**src/rtl/training_sequencer_pkg.sv**
```systemverilog
// Shared types, Q4.12 constants and saturation helpers for the training sequencer.
package training_sequencer_pkg;

  localparam logic [15:0] ONE  = 16'h1000;
  localparam logic [15:0] ZERO = 16'h0000;

  typedef enum logic [2:0] {
    StIdle,
    StPresent,
    StSettle,
    StLearn,
    StNext,
    StEpochEnd,
    StDone
  } state_e;

  typedef struct packed {
    logic [15:0] x0;
    logic [15:0] x1;
    logic [15:0] expected;
  } sample_t;

  function automatic logic [15:0] sat16(input logic signed [16:0] v);
    logic [15:0] r;
    if (v > 17'sd32767) begin
      r = 16'h7FFF;
    end else if (v < -17'sd32768) begin
      r = 16'h8000;
    end else begin
      r = v[15:0];
    end
    return r;
  endfunction

  // Magnitude of a Q4.12 value; -8.0 has no positive twin so it clips to 16'h7FFF.
  function automatic logic [15:0] abs16(input logic [15:0] v);
    logic [15:0] r;
    if (v == 16'h8000) begin
      r = 16'h7FFF;
    end else if (v[15]) begin
      r = ~v + 16'd1;
    end else begin
      r = v;
    end
    return r;
  endfunction

  function automatic sample_t make_sample(input logic [1:0] k);
    sample_t s;
    s.x0       = k[0] ? ONE : ZERO;
    s.x1       = k[1] ? ONE : ZERO;
    s.expected = (k[0] ^ k[1]) ? ONE : ZERO;
    return s;
  endfunction

endpackage

```
**src/rtl/error_accum.sv**
```systemverilog
// Saturated error (expected - net_out) and running |err| accumulation for one sample.
module error_accum
  import training_sequencer_pkg::*;
(
  input  logic [15:0] expected,
  input  logic [15:0] net_out,
  input  logic [31:0] acc,
  output logic [15:0] err,
  output logic [31:0] acc_next
);

  logic signed [16:0] diff;

  always_comb begin
    diff     = $signed({expected[15], expected}) - $signed({net_out[15], net_out});
    err      = sat16(diff);
    acc_next = acc + {16'h0000, abs16(err)};
  end

endmodule

```
**src/rtl/training_sequencer.sv**
```systemverilog
// XOR training-set sequencer: presents samples, strobes weight updates, tracks epoch error.
// Optional macro TRAIN_SHUFFLE_EN permutes sample order per epoch from an 8-bit LFSR.
module training_sequencer
  import training_sequencer_pkg::*;
#(
  parameter int unsigned SETTLE_CYCLES = 3,
  parameter int unsigned MAX_EPOCHS    = 1000,
  parameter int unsigned DW            = 16
) (
  input  logic          clk,
  input  logic          rst_n,
  input  logic          start,
  input  logic [DW-1:0] tol,
  input  logic [DW-1:0] net_out,
  output logic [DW-1:0] sample_x0,
  output logic [DW-1:0] sample_x1,
  output logic [DW-1:0] expected,
  output logic [DW-1:0] err,
  output logic          learn_en,
  output logic          epoch_done,
  output logic [31:0]   epoch_err,
  output logic [15:0]   epoch_cnt,
  output logic          converged,
  output logic          busy
);

  localparam int unsigned SettleLen  = (SETTLE_CYCLES == 0) ? 1 : SETTLE_CYCLES;
  localparam logic [15:0] SettleLast = 16'(SettleLen - 1);
  localparam logic [15:0] EpochLimit = 16'(MAX_EPOCHS);

  state_e        state_q;
  logic [1:0]    idx_q;
  logic [1:0]    perm_q;
  logic [15:0]   settle_cnt_q;
  logic [31:0]   acc_q;
  logic [1:0]    epoch_perm;
  logic [DW-1:0] err_d;
  logic [31:0]   acc_d;

`ifdef TRAIN_SHUFFLE_EN
  logic [7:0] lfsr_q;

  // Fibonacci form of x^8+x^6+x^5+x^4+1, free-running from reset.
  always_ff @(posedge clk or negedge rst_n) begin
    if (!rst_n) begin
      lfsr_q <= 8'hA5;
    end else begin
      lfsr_q <= {lfsr_q[6:0], lfsr_q[7] ^ lfsr_q[5] ^ lfsr_q[4] ^ lfsr_q[3]};
    end
  end

  assign epoch_perm = lfsr_q[1:0];
`else
  assign epoch_perm = 2'b00;
`endif

  error_accum u_error_accum (
    .expected (expected),
    .net_out  (net_out),
    .acc      (acc_q),
    .err      (err_d),
    .acc_next (acc_d)
  );

  always_ff @(posedge clk or negedge rst_n) begin
    if (!rst_n) begin
      state_q      <= StIdle;
      idx_q        <= 2'b00;
      perm_q       <= 2'b00;
      settle_cnt_q <= 16'h0000;
      acc_q        <= 32'h0;
      sample_x0    <= '0;
      sample_x1    <= '0;
      expected     <= '0;
      err          <= '0;
      learn_en     <= 1'b0;
      epoch_done   <= 1'b0;
      epoch_err    <= 32'h0;
      epoch_cnt    <= 16'h0000;
      converged    <= 1'b0;
      busy         <= 1'b0;
    end else begin
      learn_en   <= 1'b0;
      epoch_done <= 1'b0;
      unique case (state_q)
        StIdle, StDone: begin
          if (start) begin
            state_q   <= StPresent;
            busy      <= 1'b1;
            epoch_cnt <= 16'h0000;
            acc_q     <= 32'h0;
            converged <= 1'b0;
            idx_q     <= 2'b00;
            perm_q    <= epoch_perm;
            {sample_x0, sample_x1, expected} <= make_sample(epoch_perm);
          end
        end
        StPresent: begin
          state_q      <= StSettle;
          settle_cnt_q <= 16'h0000;
        end
        StSettle: begin
          if (settle_cnt_q == SettleLast) begin
            state_q  <= StLearn;
            learn_en <= 1'b1;
          end else begin
            settle_cnt_q <= settle_cnt_q + 16'd1;
          end
        end
        StLearn: begin
          err     <= err_d;
          acc_q   <= acc_d;
          state_q <= StNext;
        end
        StNext: begin
          if (idx_q == 2'd3) begin
            idx_q      <= 2'b00;
            state_q    <= StEpochEnd;
            epoch_done <= 1'b1;
            epoch_err  <= acc_q;
            acc_q      <= 32'h0;
            if (epoch_cnt != 16'hFFFF) begin
              epoch_cnt <= epoch_cnt + 16'd1;
            end
          end else begin
            idx_q   <= idx_q + 2'd1;
            state_q <= StPresent;
            {sample_x0, sample_x1, expected} <= make_sample((idx_q + 2'd1) ^ perm_q);
          end
        end
        StEpochEnd: begin
          // Decision uses the epoch_err/epoch_cnt values loaded on entry.
          if (epoch_err <= {{(32 - DW){1'b0}}, tol}) begin
            converged <= 1'b1;
            busy      <= 1'b0;
            state_q   <= StDone;
          end else if (epoch_cnt == EpochLimit) begin
            busy    <= 1'b0;
            state_q <= StDone;
          end else begin
            state_q <= StPresent;
            perm_q  <= epoch_perm;
            {sample_x0, sample_x1, expected} <= make_sample(epoch_perm);
          end
        end
        default: begin
          state_q <= StIdle;
          busy    <= 1'b0;
        end
      endcase
    end
  end

endmodule

```
**config.mk**
```make
export PLATFORM = sky130hd
export DESIGN_NAME = training_sequencer
export DESIGN_NICKNAME = d
export VERILOG_FILES = /design/src/rtl/training_sequencer_pkg.sv /design/src/rtl/error_accum.sv /design/src/rtl/training_sequencer.sv
export SDC_FILE = /design/constraint.sdc
export NUM_CORES = 1
export LEC_CHECK = 0
export ABC_AREA = 1
export CAP_MARGIN = 20
export CORE_MARGIN = 2
export CORE_UTILIZATION = 54
export CTS_CLUSTER_DIAMETER = 200
export DETAILED_ROUTE_END_ITERATION = 12
export MAX_ROUTING_LAYER = met4
export PLACE_DENSITY_LB_ADDON = 0.2
export SLEW_MARGIN = 20
export SYNTH_ARGS = -nofsm -noshare
export SYNTH_HDL_FRONTEND = slang
export SYNTH_SLANG_ARGS = --single-unit
```
**constraint.sdc**
```tcl
create_clock -name clk -period 5.09 [get_ports clk]
set_input_delay 1.2725 -clock clk [delete_from_list [all_inputs] [get_ports clk]]
set_output_delay 1.2725 -clock clk [all_outputs]
set_load 0.02 [all_outputs]
```
==> reports/metrics.csv <==
stage,metric,value,unit
clock_tree,clkTransAtPathRegs,60,ps
logic_synthesis,synth_mux_area_share,0,%
finish,drive_above_1_share,22.3,%
logic_synthesis,synth_top_cell_by_area,dfrtp_1,
worst_setup_path,critPathTopFamily,simple AND/OR/NAND/NOR gates,
sta,timing.final.crit_share,97.2,%
detailed_routing,ant_nets,0,
logic_synthesis,syn_inst,1125,
logic_synthesis,synthAdderAreaFrac,7.19,%
sta,tightest_slew,754,ps
logic_synthesis,synth-simple-area-share,28.7,%
logic_synthesis,synth_edf_count,0,
floorplan,core_area,0.0151,mm2
clock_tree,cts_buffer_depth,2,
clock_tree,cts_tree,done,
logic_synthesis,synthTopCellsByArea,"dfrtp_1 37%, nand2_1 11%, ha_1 7.0%, inv_1 6.5%, o21ai_0 6.2%",
sta,finClkSkew,7.90,ps
floorplan,die_w,128,um
detailed_routing,totalWireLength,22400,um
run,maxCapViolations,0,
logic_synthesis,synth_warnings,0,
placed_design,gp_congestion,0.956,
clock_tree,cts_sinks,124,
global_routing,grt_use_total,27.6,%
global_routing,antenna_found_initial,0,
placed_design,dp_cells,1525,
floorplan,num_rows,45,
sta,slew_violations,0,
sta,min_period,4950,ps
global_routing,gr-total-overflow,0,
logic_synthesis,synth_ff_type,dfrtp_1,
logic_synthesis,synthMostInstantiatedCell,nand2_1,
worst_setup_path,crit_path_start_kind,primary input,
logic_synthesis,seq_area_frac_synth,37.5,%
logic_synthesis,synth-xor-area-share,1.68,%
worst_setup_path,r2r_slack,650,ps
detailed_routing,post_drt_via_cell_ratio,5.30,
power_and_ir_drop,leakage,0.00561,uW
finish,fin_cells,1572,
global_routing,first_global_vias,7773,
finish,areaGrowthSynthToFinish,38.4,%
worst_setup_path,critPathKind,primary input to register,
worst_setup_path,cp.buffers_inverters,4,
sta,finalHoldViolations,0,
detailed_routing,vias,8330,
worst_setup_path,cp_max_fo,7,
detailed_routing,wl_per_cell,14.3,um
power_and_ir_drop,p_per_area,432,mW/mm2
detailed_routing,drt_iter0_markers,629,
floorplan,die_h,128,um
worst_hold_path,hp-class,register to register,
global_routing,grt_max_degree,66,
floorplan,ios,151,
floorplan,die_area,0.0163,mm2
sta,rsz0062_at_grt,yes,
worst_setup_path,cp_slowest_cell,fa_2,
finish,filler_cell_count,1150,
outcome,outcome,finished clean,
logic_synthesis,ys_async_sr_fraction,100,%
clock_tree,worstSkewPairLatency,430,ps
logic_synthesis,ys_seq_elements,124,
sta,relSlewSlack,49.6,%
finish,nets,1453,
finish,regArea,0.00310,mm2
logic_synthesis,synthTopCellsByCount,"253 x nand2_1, 143 x inv_1, 124 x dfrtp_1, 107 x nor2_1, 103 x o21ai_0",
worst_setup_path,critPathMaxStageDelay,220,ps
detailed_routing,remaining_drc_errors,0,
floorplan,start_util,54.9,%
clock_tree,clockRootBuffer,clkbuf_16,
sta,worst_slack,144,ps
clock_tree,postCtsHoldBufs,0,
logic_synthesis,synth_top_family_by_area,simple AND/OR/NAND/NOR gates,
logic_synthesis,yosys.area.top_type_share,37.5,%
placed_design,pre_cts_ws,-775,ps
worst_setup_path,critPathArrivalTime,5300,ps
power_and_ir_drop,ir_drop,0.254,mV
placed_design,hpwl,16200,um
logic_synthesis,avgSynthCellArea,7.36,um2
finish,antenna_cells,0,
finish,multi_input_area,0.00486,mm2
logic_synthesis,ys_types,49,
worst_setup_path,crit_top_cell,nor2_4,
clock_tree,numCtsBuffers,17,
detailed_routing,drtPass1Iterations,5,
placed_design,io_buffers,105,
clock_tree,htreeDepth,4,
logic_synthesis,syn-cell-area,0.00828,mm2
worst_setup_path,crit_path_end_kind,register,
sta,clock.fmax,202,MHz
sta,finalSetupViolCount,0,
logic_synthesis,synth-compound-area-share,13.0,%
global_routing,grt_pass1_wl,35600,um
worst_setup_path,critPathRequiredTime,5440,ps
-- cells by family after synthesis --
family	count (synthesis)
flops	124
simple gates	525
buf+inv	215
compound gates	198
fa+ha+maj	47
xor+xnor	15
other cells	1
-- flip-flops by register name (all words and copies together), names as in the netlist --
name / count
settle_cnt_q: 16
converged: 1
acc_q: 32
epoch_done: 1
state_q: 3
sample_x0: 1
epoch_err: 32
idx_q: 2
sample_x1: 1
busy: 1
err: 16
expected: 1
epoch_cnt: 16
learn_en: 1
-- through the flow --
| stage | util [%] | hold WS (ps) | setup TNS (ps) | instance area, um2 | total power [uW] |
|---|---|---|---|---|---|
| after detailed placement | 69.2 | 464 | -15680 | 10400 | 3660 |
| after CTS | 73.6 | 479 | 0 | 11100 | 4820 |
| final | 75.9 | 475 | 0 | 11500 | 4950 |
| after global placement | 69.2 | 463 | -12060 | 10400 | 3600 |
| after global routing | 75.9 | 503 | -383 | 11500 | 5270 |
| after floorplan | - | 456 | -42.6 | 8610 | 2730 |
-- cell type report --
class	count	area share, %
Clock inverter	12	0.775
Sequential cell	124	27.1
Inverter	148	4.96
Timing Repair Buffer	250	18.7
Tap cell	188	2.05
Clock buffer	20	3.99
Multi-Input combinational cell	830	42.4
-- cell usage in the layout, fill, tap and decap left out, types with 10 or more instances in the layout --
master / instances
o21ai_0: 89
nor3_1: 18
inv_1: 134
nand2_2: 17
nand2_1: 237
nor2_2: 14
ha_1: 34
o21ai_1: 14
buf_4: 140
nand3_1: 57
nor2_1: 93
ha_4: 12
clkbuf_16: 17
nand3_2: 18
a21oi_1: 47
o22ai_1: 12
nor2_4: 12
nor4_1: 10
clkdlybuf4s50_1: 90
nand4_1: 17
dfrtp_1: 124
conb_1: 45
-- final timing paths --
| path | from | endpoint | depth (start not counted) |
|---|---|---|---|
| max | net_out[1] | acc_q[28]$_DFFE_PN0P_ | 37 |
| min | err[14]$_DFFE_PN0P_ | err[14]$_DFFE_PN0P_ | 2 |
| max reg2reg | expected[12]$_DFFE_PN0P_ | acc_q[28]$_DFFE_PN0P_ | 37 |
| min reg2reg | err[14]$_DFFE_PN0P_ | err[14]$_DFFE_PN0P_ | 2 |
| max in group asynchronous | rst_n | settle_cnt_q[12]$_DFFE_PN0P_ | 2 |
| min in group asynchronous | rst_n | err[6]$_DFFE_PN0P_ | 1 |
-- metal layers --
metal | global-route usage (%) | share of wire [%]
met2 | 43.7 | 48
met1 | 35.4 | 43
met5 | - | 0
met4 | 9.24 | 2.4
met3 | 6.14 | 6.6
-- where the power goes --
| group | leakage [uW] | internal (uW) | total, uW | switching [uW] |
|---|---|---|---|---|
| registers | 0.00164 | 1210 | 1410 | 196 |
| clock network | 0.000259 | 649 | 1130 | 477 |
| logic | 0.00371 | 1010 | 2410 | 1400 |
-- worst reg2reg max path: cells and delay by family, from the launching register on --
family          cells  cell delay (ps)
buf+inv             2              110
compound gates      2              330
simple gates       29             2640
flops               1              440
fa+ha+maj           4              830
-- timing repair --
item / CTS / global route
buffers inserted: 5 / 10
gates resized for setup: 29 / 99
endpoints found under the setup margin: 23 / 24
endpoints found under the hold margin: 0 / 0
pin swaps: 23 / 42
cloned: 0 / 0
No activity file was read; power rests on OpenSTA's default activity.
==> edit (same settings) <==
Register the output `err` once more, with the module's reset; this adds one clock of latency there. The other outputs are not delayed to match.
--- a/src/rtl/training_sequencer.sv
+++ b/src/rtl/training_sequencer.sv
@@ -28,4 +28,6 @@
   localparam logic [15:0] SettleLast = 16'(SettleLen - 1);
   localparam logic [15:0] EpochLimit = 16'(MAX_EPOCHS);
+
+  logic [DW-1:0] err_s0;
 
   state_e        state_q;
@@ -73,5 +75,5 @@
       sample_x1    <= '0;
       expected     <= '0;
-      err          <= '0;
+      err_s0       <= '0;
       learn_en     <= 1'b0;
       epoch_done   <= 1'b0;
@@ -109,5 +111,5 @@
         end
         StLearn: begin
-          err     <= err_d;
+          err_s0  <= err_d;
           acc_q   <= acc_d;
           state_q <= StNext;
@@ -152,4 +154,12 @@
   end
 
+  always_ff @(posedge clk or negedge rst_n) begin
+    if (!rst_n) begin
+      err <= '0;
+    end else begin
+      err <= err_s0;
+    end
+  end
+
 endmodule
 
Behaviour: not the same (a bounded check fails within 10 cycles, from zero or initial values and one cycle with rst_n low).
==> edit against the original RTL <==
- the run now ends with negative setup slack left
- final area rose by 5.3%
- synthesized area rose by 3.5%
- critical path depth fell by 3
- power increased by 8.1%
- sequential cell count grew 16
- synthesized cell count down 1.1%
- routed wire length up 8.2%
- setup slack worse by 210 ps
- critical endpoint unchanged
- highest routed layer unchanged
==> edit: results (changes against the original RTL) <==
| Metric | Value |
|---|---|
| Diode count | 0 (unchanged) |
| Compound-Gate Fraction of Synth Area | 13.0% (+0.013 points) |
| Post-synth EDFFs | 0 (unchanged) |
| P_leak | 5.88 nW (+4.9%) |
| Wire length per cell | 15.1 um (+6.1%) |
| Worst rel slew slack | 35.1% (-14 points) |
| Setup crit start | net_out[12] |
| First-pass GRT wire length | 37100 um (+4.4%) |
| CP Max Fanout | 5 (-2) |
| Multiplexer area fraction after synthesis | 0% (unchanged) |
| Top Layer Used | met4 |
| Initial DRT Pass Iterations | 5 (unchanged) |
| Slowest stage delay, CP | 290 ps (+70 ps) |
| Hold depth | 0 (-2) |
| Synth cell count leaders | nand2_1 (238), inv_1 (148), dfrtp_1 (140) |
| XOR/XNOR Fraction of Synth Area | 1.33% (-0.35 points) |
| Vias in the first global route | 8042 (+3.5%) |
| Reg2Reg Setup Slack | 370 ps (-280 ps) |
| IO buf count | 105 (unchanged) |
| Area contributors post-synth | dfrtp_1 (41%), nand2_1 (10%), ha_1 (6.7%) |
| Share of cells above drive strength 1 | 25.8% (+3.5 points) |
| VDD IR max | 0.000269 V (+6.0%) |
| Filler cells | 1105 (-3.9%) |
| GRT Overall Usage | 28.2% (+0.62 points) |
| Largest registers | acc_q x32, epoch_err x32 |
| TNS Setup | -109 ps (-109 ps) |
| Post-DP HPWL | 16300 um (+0.52%) |
| Routability cong. | 0.912 (-4.7%) |
| Setup-failing EPs final | 5 (+5) |
| Final #Nets | 1455 (+0.14%) |
| HP Start | err_s0[12] |
| M1 WL | 10300 um (+5.9%) |
| Final setup margin | -61.6 ps (-206 ps) |
| Via count | 8515 (+2.2%) |
| Largest net degree at the start of global routing | 111 (+68%) |
| Worst clock skew | 10.5 ps (+2.63 ps) |
| Sequential share of the synthesized area | 40.9% (+3.4 points) |
| Violated checks | negative setup slack |
| DR WL met2 | 11900 um (+12%) |
| Placed Area | 10700 sq um (+2.2%) |
| Register-to-Register Path Depth | 32 (-14%) |
| Worst hold endpoint | err[12] |
| First DRT Iteration DRCs | 699 (+11%) |
| Status | complete, but fails checks |
| Synth Area in Adders | 6.95% (-0.24 points) |
| Metal3 WL | 1270 um (-14%) |
| Yosys cell types | 48 (-2.0%) |
| Crit path DAT | 5470 ps (+170 ps) |
[edit: power breakdown]
group	total [mW]	switching, mW	internal (mW)	leakage, nW
registers	1.64	0.237	1.40	1.81
logic	2.49	1.44	1.06	3.80
clock network	1.21	0.517	0.694	0.271
[edit: per-stage QoR]
stage | instances | hold slack [ps] | worst slack [ps]
final | 1602 | 376 | -61.6
after global routing | 1602 | 389 | -382
after CTS | 1579 | 376 | -8.01
after detailed placement | 1537 | 361 | -966
after global placement | 1537 | 358 | -795
after floorplan | 1157 | 354 | -261
[edit: final cells by class]
class                   instances  area, sq um  share of cell area (%)
clock buffers                  18          439                    3.64
flip-flops and latches        140         3500                    29.0
repair buffers                263         2300                    19.0
well taps                     216          270                    2.24
inverters                     154          594                    4.93
clock inverters                14          138                    1.14
multi-input cells             797         4820                    40.0
[edit: timing repair]
action / CTS / global route
pin swaps: 26 / 60
endpoints found under the setup margin: 24 / 26
gates resized for setup: 45 / 139
setup buffers: 10 / 23
gates cloned: 0 / 1
[edit: metal layers]
metal | vias up | global-route usage [%]
met5 | - | -
met4 | 0 | 9.93
met3 | 68 | 4.43
met2 | 313 | 45.2
met1 | 4038 | 36.7
li1 | 4096 | -
[edit: worst max path at each step]
stage | endpoint | slack [ps] | depth (start not counted)
final | acc_q[28] | -60 | 34
after floorplan | acc_q[28] | -260 | 37
after global routing | acc_q[28] | -380 | 34
after global placement | acc_q[31] | -800 | 37
after detailed placement | acc_q[26] | -970 | 34
after CTS | acc_q[26] | -8 | 33
[edit: worst max-delay path: cells and delay by family]
| family | cells | cell delay, ps |
|---|---|---|
| buf+inv | 4 | 250 |
| fa+ha+maj | 3 | 700 |
| simple gates | 19 | 2060 |
| xor+xnor | 1 | 140 |
| compound gates | 7 | 1020 |
